**config.mk**
```make
export PLATFORM = sky130hd
export DESIGN_NAME = pc_sequencer_flat
export DESIGN_NICKNAME = d
export VERILOG_FILES = /design/src/rtl/pc_sequencer_pkg.sv /design/src/rtl/pc_sequencer_if.sv /design/src/rtl/pc_sequencer_sat_counter.sv /design/src/rtl/pc_sequencer.sv /design/src/flat_wrapper.sv
export SDC_FILE = /design/constraint.sdc
export NUM_CORES = 1
export LEC_CHECK = 0
export BUFFER_PORTS_ARGS = -buffer_cell sky130_fd_sc_hd__buf_4
export CAP_MARGIN = 0
export CORE_MARGIN = 4
export CORE_UTILIZATION = 50
export DETAILED_ROUTE_END_ITERATION = 16
export GPL_TIMING_DRIVEN = 0
export PLACE_DENSITY_LB_ADDON = 0.2
export SLEW_MARGIN = 5
export SYNTH_ARGS = -nofsm -noshare
export SYNTH_HDL_FRONTEND = slang
export SYNTH_SLANG_ARGS = --single-unit
```
**constraint.sdc**
```tcl
create_clock -name clk -period 2.55 [get_ports clk]
set_input_delay 0.255 -clock clk [delete_from_list [all_inputs] [get_ports clk]]
set_output_delay 0.255 -clock clk [all_outputs]
set_load 0.01 [all_outputs]
```
**src/rtl/pc_sequencer_pkg.sv**
```systemverilog
// Shared types and widths for the program-counter sequencer slice.
package pc_seq_pkg;

  localparam int unsigned PC_W  = 8;
  localparam int unsigned IDX_W = 4;
  localparam int unsigned CNT_W = 16;

  typedef enum logic [1:0] {
    IDLE = 2'd0,
    LOAD = 2'd1,
    RUN  = 2'd2,
    DONE = 2'd3
  } state_t;

  // Start addresses indexed by prog_sel.
  typedef logic [3:0][PC_W-1:0] start_tbl_t;

endpackage

```
**src/rtl/pc_sequencer_if.sv**
```systemverilog
// Handshake, branch-LUT and status bundle between the bench side and the sequencer.
interface pc_sequencer_if;
  import pc_seq_pkg::*;

  logic             start;
  logic [1:0]       prog_sel;
  logic             stall;
  logic             halt;
  logic             branch_en;
  logic             branch_taken;
  logic [IDX_W-1:0] branch_idx;
  logic [PC_W-1:0]  lut_target;
  logic [IDX_W-1:0] lut_index;
  logic [PC_W-1:0]  pc;
  logic             fetch_valid;
  logic             busy;
  logic             done;
  logic             timeout;
  logic [CNT_W-1:0] cycle_count;

  modport master (
    output start, prog_sel, stall, halt, branch_en, branch_taken, branch_idx, lut_target,
    input  lut_index, pc, fetch_valid, busy, done, timeout, cycle_count
  );

  modport slave (
    input  start, prog_sel, stall, halt, branch_en, branch_taken, branch_idx, lut_target,
    output lut_index, pc, fetch_valid, busy, done, timeout, cycle_count
  );

endinterface

```
**src/rtl/pc_sequencer_sat_counter.sv**
```systemverilog
// Saturating up-counter with synchronous clear and count enable.
module sat_counter #(
  parameter int unsigned W = 16
) (
  input  logic         clk,
  input  logic         reset,
  input  logic         clr,
  input  logic         en,
  output logic [W-1:0] q
);

  always_ff @(posedge clk or posedge reset) begin
    if (reset) begin
      q <= '0;
    end else if (clr) begin
      q <= '0;
    end else if (en && (q != '1)) begin
      q <= q + W'(1);
    end
  end

endmodule

```
**src/rtl/pc_sequencer.sv**
```systemverilog
// Program-counter controller: start/done handshake, next-PC select and watchdog.
module pc_sequencer
  import pc_seq_pkg::*;
#(
  parameter logic [PC_W-1:0]  START0   = 8'h00,
  parameter logic [PC_W-1:0]  START1   = 8'h40,
  parameter logic [PC_W-1:0]  START2   = 8'h80,
  parameter logic [PC_W-1:0]  START3   = 8'hC0,
  parameter logic [CNT_W-1:0] WATCHDOG = 16'hFFFF
) (
  input  logic           clk,
  input  logic           reset,
  pc_sequencer_if.slave  bus
);

  state_t           state;
  logic [PC_W-1:0]  pc_q;
  logic             timeout_q;
  logic [CNT_W-1:0] cnt_q;
  logic             accept;
  logic             wd_hit;
  start_tbl_t       starts;

  assign starts = {START3, START2, START1, START0};
  assign accept = bus.start && ((state == IDLE) || (state == DONE));
  assign wd_hit = (state == RUN) && (cnt_q == (WATCHDOG - CNT_W'(1)));

  sat_counter #(.W(CNT_W)) u_cycles (
    .clk   (clk),
    .reset (reset),
    .clr   (accept),
    .en    (state == RUN),
    .q     (cnt_q)
  );

  always_ff @(posedge clk or posedge reset) begin
    if (reset) begin
      state     <= IDLE;
      pc_q      <= '0;
      timeout_q <= 1'b0;
    end else begin
      case (state)
        IDLE, DONE: begin
          if (bus.start) begin
            pc_q      <= starts[bus.prog_sel];
            timeout_q <= 1'b0;
            state     <= LOAD;
          end
        end
        LOAD: begin
          if (!bus.start) state <= RUN;
        end
        RUN: begin
          // Watchdog beats stall, stall beats halt and branch.
          if (wd_hit) begin
            timeout_q <= 1'b1;
            state     <= DONE;
          end else if (bus.stall) begin
            pc_q <= pc_q;
          end else if (bus.halt) begin
            state <= DONE;
          end else if (bus.branch_en && bus.branch_taken) begin
            pc_q <= bus.lut_target;
          end else begin
            pc_q <= pc_q + PC_W'(1);
          end
        end
        default: state <= IDLE;
      endcase
    end
  end

  assign bus.pc          = pc_q;
  assign bus.timeout     = timeout_q;
  assign bus.cycle_count = cnt_q;
  assign bus.fetch_valid = (state == RUN);
  assign bus.busy        = (state == LOAD) || (state == RUN);
  assign bus.done        = (state == DONE);
  assign bus.lut_index   = (state == RUN) ? bus.branch_idx : '0;

endmodule

```
**src/flat_wrapper.sv**
```systemverilog
// flat-port wrapper written by rule: the top's interface ports become plain ports
module pc_sequencer_flat import pc_seq_pkg::*;
#(
  parameter logic [PC_W-1:0]  START0   = 8'h00,
  parameter logic [PC_W-1:0]  START1   = 8'h40,
  parameter logic [PC_W-1:0]  START2   = 8'h80,
  parameter logic [PC_W-1:0]  START3   = 8'hC0,
  parameter logic [CNT_W-1:0] WATCHDOG = 16'hFFFF
)
  (clk, reset, bus_start, bus_prog_sel, bus_stall, bus_halt, bus_branch_en, bus_branch_taken, bus_branch_idx, bus_lut_target, bus_lut_index, bus_pc, bus_fetch_valid, bus_busy, bus_done, bus_timeout, bus_cycle_count);
  pc_sequencer_if bus_i ();
  input  logic clk;
  input  logic reset;
  input wire logic [$bits(bus_i.start)-1:0] bus_start;
  input wire logic [$bits(bus_i.prog_sel)-1:0] bus_prog_sel;
  input wire logic [$bits(bus_i.stall)-1:0] bus_stall;
  input wire logic [$bits(bus_i.halt)-1:0] bus_halt;
  input wire logic [$bits(bus_i.branch_en)-1:0] bus_branch_en;
  input wire logic [$bits(bus_i.branch_taken)-1:0] bus_branch_taken;
  input wire logic [$bits(bus_i.branch_idx)-1:0] bus_branch_idx;
  input wire logic [$bits(bus_i.lut_target)-1:0] bus_lut_target;
  output wire logic [$bits(bus_i.lut_index)-1:0] bus_lut_index;
  output wire logic [$bits(bus_i.pc)-1:0] bus_pc;
  output wire logic [$bits(bus_i.fetch_valid)-1:0] bus_fetch_valid;
  output wire logic [$bits(bus_i.busy)-1:0] bus_busy;
  output wire logic [$bits(bus_i.done)-1:0] bus_done;
  output wire logic [$bits(bus_i.timeout)-1:0] bus_timeout;
  output wire logic [$bits(bus_i.cycle_count)-1:0] bus_cycle_count;
  assign bus_i.start = bus_start;
  assign bus_i.prog_sel = bus_prog_sel;
  assign bus_i.stall = bus_stall;
  assign bus_i.halt = bus_halt;
  assign bus_i.branch_en = bus_branch_en;
  assign bus_i.branch_taken = bus_branch_taken;
  assign bus_i.branch_idx = bus_branch_idx;
  assign bus_i.lut_target = bus_lut_target;
  assign bus_lut_index = bus_i.lut_index;
  assign bus_pc = bus_i.pc;
  assign bus_fetch_valid = bus_i.fetch_valid;
  assign bus_busy = bus_i.busy;
  assign bus_done = bus_i.done;
  assign bus_timeout = bus_i.timeout;
  assign bus_cycle_count = bus_i.cycle_count;
  pc_sequencer #(.START0(START0), .START1(START1), .START2(START2), .START3(START3), .WATCHDOG(WATCHDOG)) u_core (.clk(clk), .reset(reset), .bus(bus_i));
endmodule
```
==> flow_metrics.env, run 1 <==
export IMPL_cts_path_max_buffers=2
export IMPL_critPathLaunch="u_core.state[0]$_DFFE_PP0P_"
export IMPL_worstSetupPathType="flop to flop"
export IMPL_grt_pass1_wl_um=7220
export IMPL_ys_top_cells_by_area="dfrtp_1 (39%), xnor2_1 (5.6%), nand2_1 (4.8%), nor2_1 (4.6%), a21oi_1 (4.3%)"
export IMPL_worstPathRequired_ns=2.82
export IMPL_place_ws_ns=0.302
export IMPL_synth_warnings=0
export IMPL_cp_start_kind="flop"
export IMPL_max_slew_margin_pct=29.5
export IMPL_path_clk_slew_ns=0.16
export IMPL_combPwrFrac_pct=44.8
export IMPL_power_frac_seq_pct=40.8
export IMPL_cp_arrival_ns=2.56
export IMPL_async_flop_share_pct=100
export IMPL_synth_edff_count=0
export IMPL_cp_top_family="simple AND/OR/NAND/NOR gates"
export IMPL_critPathMaxStageDelay_ns=0.47
export IMPL_synth_xor_area_share_pct=5.57
export IMPL_cts_tree="done"
export IMPL_synth_nets=227
export IMPL_max_clock_freq_mhz=437
export IMPL_hold_worst_slack_ns=0.162
export IMPL_drt_total_wl_um=4290
export IMPL_overflow=0
export IMPL_synth_top_area_share_pct=39.0
export IMPL_p_per_area_nw_per_um2=599
export IMPL_start_util_pct=51.9
export IMPL_drt_pass1_iterations=4
export IMPL_power_share_switching_pct=39.2
export IMPL_reg2reg_from="u_core.state[0]$_DFFE_PP0P_"
export IMPL_crit_fanout=9
export IMPL_setup_worst_path_end="u_core.bus.pc[0]$_DFFE_PP0P_"
export IMPL_rr_worst_depth=9
export IMPL_nNetsFinal=284
export IMPL_grt_pass1_vias=1619
export IMPL_slowest_stage="or4_1"
export IMPL_gp_congestion=0.846
export IMPL_regArea_um2=676
export IMPL_cts_root_buf="clkbuf_4"
export IMPL_post_drt_wl_per_cell_um=14.2
export IMPL_synth_most_common_cell="dfrtp_1"
export IMPL_rsz0062_at_grt="false"
export IMPL_grtUsageTotal_pct=20.8
export IMPL_core_um2=3340
export IMPL_die_w_um=66.8
export IMPL_p_clk_share_pct=14.5
export IMPL_ys_flop_type="dfrtp_1"
export IMPL_clock_skew_ns=0.0156
export IMPL_slew_violations=0
export IMPL_die_area_um2=4470
export IMPL_clock_latency_ns=0.33
export IMPL_synthAdderAreaFrac_pct=4.34
export IMPL_fin_setup_tns_ns=0
export IMPL_synth_cells=200
export IMPL_worst_pin_slew_ns=1.06
export IMPL_clkSinkCount=27
export IMPL_synthTopCellsByCount="dfrtp_1 (27), nand2_1 (22), nor2_1 (21), a21oi_1 (15), xnor2_1 (11)"
export IMPL_setup_slack_ns=0.263
export IMPL_drtAntennaViolNets=0
export IMPL_post_route_cells_drive_above_1_share_pct=26.2
export IMPL_p_leak_uw=0.000998
export IMPL_worst_ir_drop_vdd_uv=560
export IMPL_cp_num_buf_inv=3
export IMPL_hp_class="input pin to asynchronous set/reset pin"
export IMPL_synth_mux_area_fraction_pct=1.16
export IMPL_cts_resized=0
export IMPL_switching_power_uw=519
export IMPL_synth_top_area_cell="dfrtp_1"
export IMPL_fin_crit_sh_pct=89.7
export IMPL_hpwl_um=3220
export IMPL_postCtsSetupBuffers=0
export IMPL_io_buffers=52
export IMPL_power_uw=1320
export IMPL_cp_cell_sequence="inv_1, ha_1, and2_1, buf_6, a21oi_2, or4_1, buf_2, o31ai_2, a22o_1"
export IMPL_maxCapViolCount=0
export IMPL_synth_area_um2=1730
export IMPL_vias=1713
export IMPL_crit_cells=9
export IMPL_yosysUniqueCellTypes=42
export IMPL_yosysSeqAreaShare_pct=39.0
export IMPL_fillers=307
export IMPL_intPower_uw=803
export IMPL_synth_compound_area_share_pct=19.1
export IMPL_num_rows=21
export IMPL_multi_input_area_um2=985
export IMPL_synth_simple_area_share_pct=26.8
export IMPL_antenna_cells=0
export IMPL_pin_count=53
export IMPL_reg2reg_to="u_core.bus.pc[0]$_DFFE_PP0P_"
export IMPL_cts_hold_buffers_added=0
export IMPL_grt_max_degree=28
export IMPL_synth_ff_latch_count=27
export IMPL_syn_avg_cell_area_um2=8.65
export IMPL_numCtsBuffers=3
export IMPL_cp_end_kind="flop"
export IMPL_setup_viol=0
export IMPL_period_needed_ns=2.29
export IMPL_finalHoldViolations=0
export IMPL_r2r_slack_ns=0.26
export IMPL_drt_iter0_markers=99
export IMPL_antenna_found_initial=0
export IMPL_die_h_um=66.8
export IMPL_area_delta_synth_final_pct=27.5
export IMPL_status="finished clean"
export IMPL_route_detailed_drc=0
export IMPL_synth_top_family_by_area="simple AND/OR/NAND/NOR gates"
export IMPL_viasPerCell=5.67
export IMPL_htree_levels=1
[cell type report]
| type | instances | share of cell area [%] |
|---|---|---|
| sequential | 27 | 30.6 |
| inverter | 9 | 1.53 |
| timing repair buffer | 52 | 17.7 |
| clock inverter | 1 | 0.227 |
| tap | 46 | 2.61 |
| clock buffer | 3 | 1.02 |
| buffer | 7 | 1.64 |
| multi-input combinational | 157 | 44.6 |
[power groups by stage]
stage,Combinational (µW),Sequential [µW],Clock (µW)
after global routing,663,548,205
final,592,539,191
after global placement,585,546,0
after detailed placement,593,548,0
after CTS,595,539,194
after floorplan,367,549,0
[per-stage QoR]
step | cell area, µm² | instances | util (%)
floorplan | 1730 | 200 | -
global placement | 2180 | 298 | 65.3
detailed placement | 2180 | 298 | 65.3
CTS | 2210 | 302 | 66.1
global route | 2210 | 302 | 66.1
finish | 2210 | 302 | 66.1
[layer usage]
metal  wire length [µm]  up-vias  global-route usage, %  share of wire (%)
met5                  0        -                      0                  0
met4                 49        0                   4.31                1.1
met3                396        6                   4.89                9.2
met2               1990       77                   32.4                 46
met1               1860      794                   29.3                 43
li1                   -      836                      -                  -
[logic make-up (layout without fill, tap and decap cells)]
kind of cell,Yosys count,count (layout)
flip-flops,27,27
buffers and inverters,16,72
adder cells (fa/ha/maj),6,6
multiplexers,2,2
XOR/XNOR,11,11
AO/OA/AOI/OAI,50,50
AND/OR/NAND/NOR,88,88
[worst min-delay path by stage]
| stage | slack (ns) | to | cells after the start | start |
|---|---|---|---|---|
| after detailed placement | 0.54 | u_core.bus.timeout$_DFFE_PP0P_ | 2 | u_core.bus.timeout$_DFFE_PP0P_ |
| after global placement | 0.52 | u_core.bus.timeout$_DFFE_PP0P_ | 2 | u_core.bus.timeout$_DFFE_PP0P_ |
| final | 0.16 | u_core.u_cycles.q[9]$_DFFE_PP0P_ | 2 | reset |
| after CTS | 0.19 | u_core.bus.pc[6]$_DFFE_PP0P_ | 3 | bus_prog_sel[0] |
| after floorplan | 0.31 | u_core.bus.pc[0]$_DFFE_PP0P_ | 1 | reset |
| after global routing | 0.20 | u_core.bus.pc[6]$_DFFE_PP0P_ | 3 | bus_prog_sel[0] |
[cells in the final DEF (no fill, tap or decap), types with 2 or more instances in the layout]
master / n
nand2_1: 22
nor4_1: 3
a21oi_1: 15
nand3_1: 10
dfrtp_1: 27
xnor2_1: 11
and4_1: 2
nor2_1: 21
mux2i_1: 2
nand4_1: 4
a31o_2: 2
inv_1: 9
ha_1: 6
buf_2: 2
o21ai_0: 10
clkbuf_1: 4
a31oi_1: 2
a2111oi_0: 3
buf_4: 52
nor3_1: 9
o22ai_1: 3
or3_1: 2
clkbuf_4: 3
a211oi_1: 4
nor4_4: 2
and2_1: 7
[flip-flops by register name, summed over array words and instances, names as in the netlist]
register / count
u_core.bus.timeout: 1
u_core.u_cycles.q: 16
u_core.state: 2
u_core.bus.pc: 8
Note: power is estimated with default switching activity, not from simulation.
==> run 2, diff against run 1 <==
- CELL_PAD_IN_SITES_DETAIL_PLACEMENT: default -> 1
- CELL_PAD_IN_SITES_GLOBAL_PLACEMENT: default -> 2
- CORE_UTILIZATION: 50 -> 29
==> run 2 against run 1 <==
Via count is 2.3% lower. Count of clock-buffer cells in the layout stayed put. Register-to-register slack worse by 0.04 ns. Non-clock buffer count stayed put. Design area grew 2.8%. Critical path type unchanged. Sequential cell count stayed put. First-iteration DRC count is 44% lower. Highest routed layer unchanged. Wire length grew 23%.
==> flow_metrics.env, run 2 (synthesis results as in run 1) <==
export IMPL_status="finished clean"
export IMPL_post_route_cells_drive_above_1_share_pct=26.2
export IMPL_hpwl_um=4050
export IMPL_power_frac_seq_pct=37.8
export IMPL_drt_iter0_markers=55
export IMPL_maxCapViolCount=0
export IMPL_cts_hold_buffers_added=0
export IMPL_worstPathRequired_ns=2.78
export IMPL_crit_fanout=9
export IMPL_die_h_um=85.2
export IMPL_pin_count=53
export IMPL_nNetsFinal=284
export IMPL_hold_worst_slack_ns=0.245
export IMPL_die_w_um=85.2
export IMPL_core_um2=5640
export IMPL_htree_levels=1
export IMPL_final_cell_mix="buf_4 (52), dfrtp_1 (27), nand2_1 (22)"
export IMPL_numCtsBuffers=3
export IMPL_top_register="u_core.u_cycles.q"
export IMPL_worst_ir_drop_vdd_uv=339
export IMPL_largest_reg_flops=16
export IMPL_cp_end_kind="flop"
export IMPL_power_share_switching_pct=40.0
export IMPL_cts_root_buf="clkbuf_8"
export IMPL_setup_slack_ns=0.226
export IMPL_viasPerCell=5.10
export IMPL_period_needed_ns=2.32
export IMPL_area_delta_synth_final_pct=31.1
export IMPL_grtUsageTotal_pct=15.3
export IMPL_setup_viol=0
export IMPL_fin_setup_tns_ns=0
export IMPL_num_rows=27
export IMPL_cp_arrival_ns=2.55
export IMPL_combPwrFrac_pct=43.4
export IMPL_overflow=0
export IMPL_vias=1674
export IMPL_drt_pass1_iterations=4
export IMPL_route_detailed_drc=0
export IMPL_grt_pass1_wl_um=9180
export IMPL_grt_pass1_vias=1816
export IMPL_finalHoldViolations=0
export IMPL_hp_class="input pin to flop"
export IMPL_start_util_pct=30.7
export IMPL_fillers=685
export IMPL_antenna_cells=0
export IMPL_max_slew_margin_pct=24.0
export IMPL_rsz0062_at_grt="false"
export IMPL_p_leak_uw=0.00100
export IMPL_clock_latency_ns=0.29
export IMPL_switching_power_uw=573
export IMPL_slew_violations=0
export IMPL_post_drt_wl_per_cell_um=16.1
export IMPL_place_ws_ns=0.194
export IMPL_final_common_cell="buf_4"
export IMPL_worst_pin_slew_ns=1.14
export IMPL_p_clk_share_pct=18.9
export IMPL_intPower_uw=859
export IMPL_cp_start_kind="flop"
export IMPL_path_clk_slew_ns=0.11
export IMPL_cts_path_max_buffers=2
export IMPL_cts_tree="done"
export IMPL_drtAntennaViolNets=0
export IMPL_drt_total_wl_um=5280
export IMPL_worstSetupPathType="flop to flop"
export IMPL_clkSinkCount=27
export IMPL_io_buffers=52
export IMPL_antenna_found_initial=0
export IMPL_fin_crit_sh_pct=91.1
export IMPL_die_area_um2=7270
export IMPL_p_per_area_nw_per_um2=631
export IMPL_max_clock_freq_mhz=430
export IMPL_clock_skew_ns=0.00512
export IMPL_gp_congestion=0.760
export IMPL_grt_max_degree=28
-- run 2: changes by cell type in the layout (fill, tap and decap cells not counted) --
cell | before | now
clkbuf_4 | 3 | 0
clkbuf_8 | 0 | 3
clkinv_2 | 1 | 0
clkinvlp_4 | 0 | 1
nor4_2 | 1 | 0
nor4_4 | 2 | 3
-- run 2: final cells by class --
class / count / area [µm²] / share of cell area [%]
Clock buffer: 3 / 41.3 / 1.82
Inverter: 9 / 33.8 / 1.49
Buffer: 7 / 36.3 / 1.60
Multi-Input combinational cell: 157 / 993 / 43.8
Clock inverter: 1 / 7.51 / 0.331
Timing Repair Buffer: 52 / 390 / 17.2
Tap cell: 72 / 90.1 / 3.97
Sequential cell: 27 / 676 / 29.8
-- run 2: power by group through the flow --
stage | Combinational [µW] | Clock (µW) | Sequential [µW]
final | 621 | 270 | 540
after global routing | 693 | 300 | 551
after CTS | 630 | 284 | 542
after detailed placement | 626 | 0 | 551
after global placement | 612 | 0 | 549
after floorplan | 367 | 0 | 549
-- run 2: critical path, cell delays in order (launching register included) --
cell and delay (ns):
dfrtp_1 0.45, ha_1 0.40, and2_1 0.17, buf_6 0.14, a21oi_2 0.08, or4_1 0.47
buf_2 0.18, o31ai_2 0.22, a22o_1 0.15
-- run 2: routing by layer --
metal / track usage [%] / vias to the layer above / share of wire, %
met2: 24.9 / 27 / 49
li1: - / 831 / -
met1: 21.5 / 812 / 47
met4: 3.88 / 0 / 0.97
met3: 1.65 / 4 / 3.0
met5: 0 / - / 0
-- run 2: worst paths after layout --
path	to	cells after the start	slack, ns	from
worst max register to register	u_core.bus.pc[0]$_DFFE_PP0P_	8	0.23	u_core.state[1]$_DFFE_PP0P_
worst min-delay path	u_core.bus.pc[6]$_DFFE_PP0P_	3	0.24	bus_prog_sel[0]
worst max-delay path	u_core.bus.pc[0]$_DFFE_PP0P_	8	0.23	u_core.state[1]$_DFFE_PP0P_
min in group asynchronous	u_core.u_cycles.q[13]$_DFFE_PP0P_	2	0.26	reset
worst min register to register	u_core.bus.timeout$_DFFE_PP0P_	2	0.56	u_core.bus.timeout$_DFFE_PP0P_
max in group asynchronous	u_core.bus.pc[7]$_DFFE_PP0P_	2	1.61	reset
-- run 2: timing repair --
item                                   4_1_cts  5_1_grt
gates resized for setup                      0        1
endpoints found under the hold margin        0        0
buffers inserted                             0        0
setup endpoints to repair                    0        1
-- run 2: per-stage QoR --
step,instance area [µm²],std cells,utilization [%],total power [µW]
after floorplan,1730,200,-,916
after global placement,2210,324,39.2,1160
after detailed placement,2210,324,39.2,1180
after CTS,2260,328,40.1,1460
after global routing,2270,328,40.2,1540
final,2270,328,40.2,1430
==> run 3, diff against run 2 <==
- ABC_AREA: default -> 0
- BUFFER_PORTS_ARGS: -buffer_cell sky130_fd_sc_hd__buf_4 -> -buffer_cell sky130_fd_sc_hd__buf_2
==> run 3 against run 2 <==
Final cell count unchanged. Non-clock buffer count unchanged. Via count increased by 4.3%. Wire length decreased by 1.5%. First-iteration DRC count decreased by 13%. Total power decreased by 4.0%. Critical path depth unchanged. Clock power about the same. Design area decreased by 6.1%. Worst setup slack improved by 0.012 ns. Register-to-register slack about the same.
==> flow_metrics.env, run 3 (synthesis results as in run 1) <==
export IMPL_nNetsFinal=284
export IMPL_cts_tree="done"
export IMPL_clock_skew_ns=0.00174
export IMPL_cts_resized=0
export IMPL_viasPerCell=5.32
export IMPL_hp_class="input pin to asynchronous set/reset pin"
export IMPL_grt_max_degree=28
export IMPL_hpwl_um=3960
export IMPL_gp_congestion=0.747
export IMPL_maxCapViolCount=0
export IMPL_p_leak_uw=0.000979
export IMPL_cp_end_kind="flop"
export IMPL_worstPathRequired_ns=2.75
export IMPL_grt_pass1_wl_um=8990
export IMPL_worst_ir_drop_vdd_uv=390
export IMPL_postCtsSetupBuffers=0
export IMPL_largest_reg_flops=16
export IMPL_clock_latency_ns=0.28
export IMPL_path_clk_slew_ns=0.11
export IMPL_drtAntennaViolNets=0
export IMPL_cts_hold_buffers_added=0
export IMPL_cts_root_buf="clkbuf_8"
export IMPL_crit_fanout=9
export IMPL_clkSinkCount=27
export IMPL_io_buffers=52
export IMPL_fin_crit_sh_pct=90.7
export IMPL_post_route_cells_drive_above_1_share_pct=26.2
export IMPL_top_register="u_core.u_cycles.q"
export IMPL_cts_path_max_buffers=2
export IMPL_vias=1746
export IMPL_fillers=698
export IMPL_drt_iter0_markers=48
export IMPL_drt_total_wl_um=5200
export IMPL_antenna_cells=0
export IMPL_setup_viol=0
export IMPL_cp_start_kind="flop"
export IMPL_core_um2=5640
export IMPL_drt_pass1_iterations=4
export IMPL_worstSetupPathType="flop to flop"
export IMPL_area_delta_synth_final_pct=23.1
export IMPL_die_area_um2=7270
export IMPL_cp_arrival_ns=2.52
export IMPL_antenna_found_initial=0
export IMPL_numCtsBuffers=3
export IMPL_pin_count=53
export IMPL_max_clock_freq_mhz=433
export IMPL_final_common_cell="buf_2"
export IMPL_cp_top_family="simple AND/OR/NAND/NOR gates"
export IMPL_slowest_stage="nor4_2"
export IMPL_die_h_um=85.2
export IMPL_die_w_um=85.2
export IMPL_final_cell_mix="buf_2 (54), dfrtp_1 (27), nand2_1 (22)"
export IMPL_critPathMaxStageDelay_ns=0.58
export IMPL_fin_setup_tns_ns=0
export IMPL_route_detailed_drc=0
export IMPL_grt_pass1_vias=1829
export IMPL_start_util_pct=30.7
export IMPL_status="finished clean"
export IMPL_cp_cell_sequence="inv_1, ha_1, and2_1, buf_6, a21oi_2, nor4_2, nand2_1, o21ai_0"
export IMPL_max_slew_margin_pct=28.0
export IMPL_hold_worst_slack_ns=0.0869
export IMPL_num_rows=27
export IMPL_cp_num_buf_inv=2
export IMPL_slew_violations=0
export IMPL_worst_pin_slew_ns=1.07
export IMPL_htree_levels=1
export IMPL_overflow=0
export IMPL_period_needed_ns=2.31
export IMPL_grtUsageTotal_pct=15.0
export IMPL_p_per_area_nw_per_um2=645
export IMPL_post_drt_wl_per_cell_um=15.8
export IMPL_finalHoldViolations=0
export IMPL_rsz0062_at_grt="false"
-- run 3: final cells by class --
type	instances	area (µm²)	share of cell area [%]
clock buffer	3	41.3	1.94
clock inverter	1	7.51	0.353
multi-input combinational	157	985	46.2
timing repair buffer	52	260	12.2
tap	72	90.1	4.23
sequential	27	676	31.7
inverter	9	33.8	1.59
buffer	7	36.3	1.70
-- run 3: path summary, 6_finish.rpt --
kind                       cells after the start                            from  slack (ns)                           endpoint
max                                            8     u_core.state[0]$_DFFE_PP0P_        0.24       u_core.bus.pc[2]$_DFFE_PP0P_
min                                            2                           reset        0.09  u_core.u_cycles.q[15]$_DFFE_PP0P_
max reg2reg                                    8     u_core.state[0]$_DFFE_PP0P_        0.24       u_core.bus.pc[2]$_DFFE_PP0P_
min reg2reg                                    2  u_core.bus.timeout$_DFFE_PP0P_        0.54     u_core.bus.timeout$_DFFE_PP0P_
max in group asynchronous                      2                           reset        1.98   u_core.u_cycles.q[3]$_DFFE_PP0P_
min in group clk                               3                 bus_prog_sel[0]        0.26       u_core.bus.pc[6]$_DFFE_PP0P_
-- run 3: per-layer routing --
layer  vias up  GRT usage, %  wire (µm)
li1        836             -          -
met5         -             0          0
met1       879          20.9       2500
met2        27          24.7       2490
met4         0          3.02         29
met3         4          1.94        169
-- run 3: power breakdown --
part	switching (µW)	leakage [µW]	internal, µW
Combinational	339	0.000594	224
Sequential	62.6	0.000363	477
Clock	159	0.0000217	111
-- run 3: through the flow --
| stage | area, µm² | total power [µW] | setup slack [ns] | utilization, % | cells |
|---|---|---|---|---|---|
| CTS | 2130 | 1400 | 0.201 | 37.7 | 328 |
| finish | 2130 | 1370 | 0.238 | 37.7 | 328 |
| global placement | 2080 | 1120 | 0.249 | 36.9 | 324 |
| floorplan | 1730 | 916 | 0.443 | - | 200 |
| global route | 2130 | 1480 | 0.0130 | 37.7 | 328 |
| detailed placement | 2080 | 1120 | 0.224 | 36.9 | 324 |
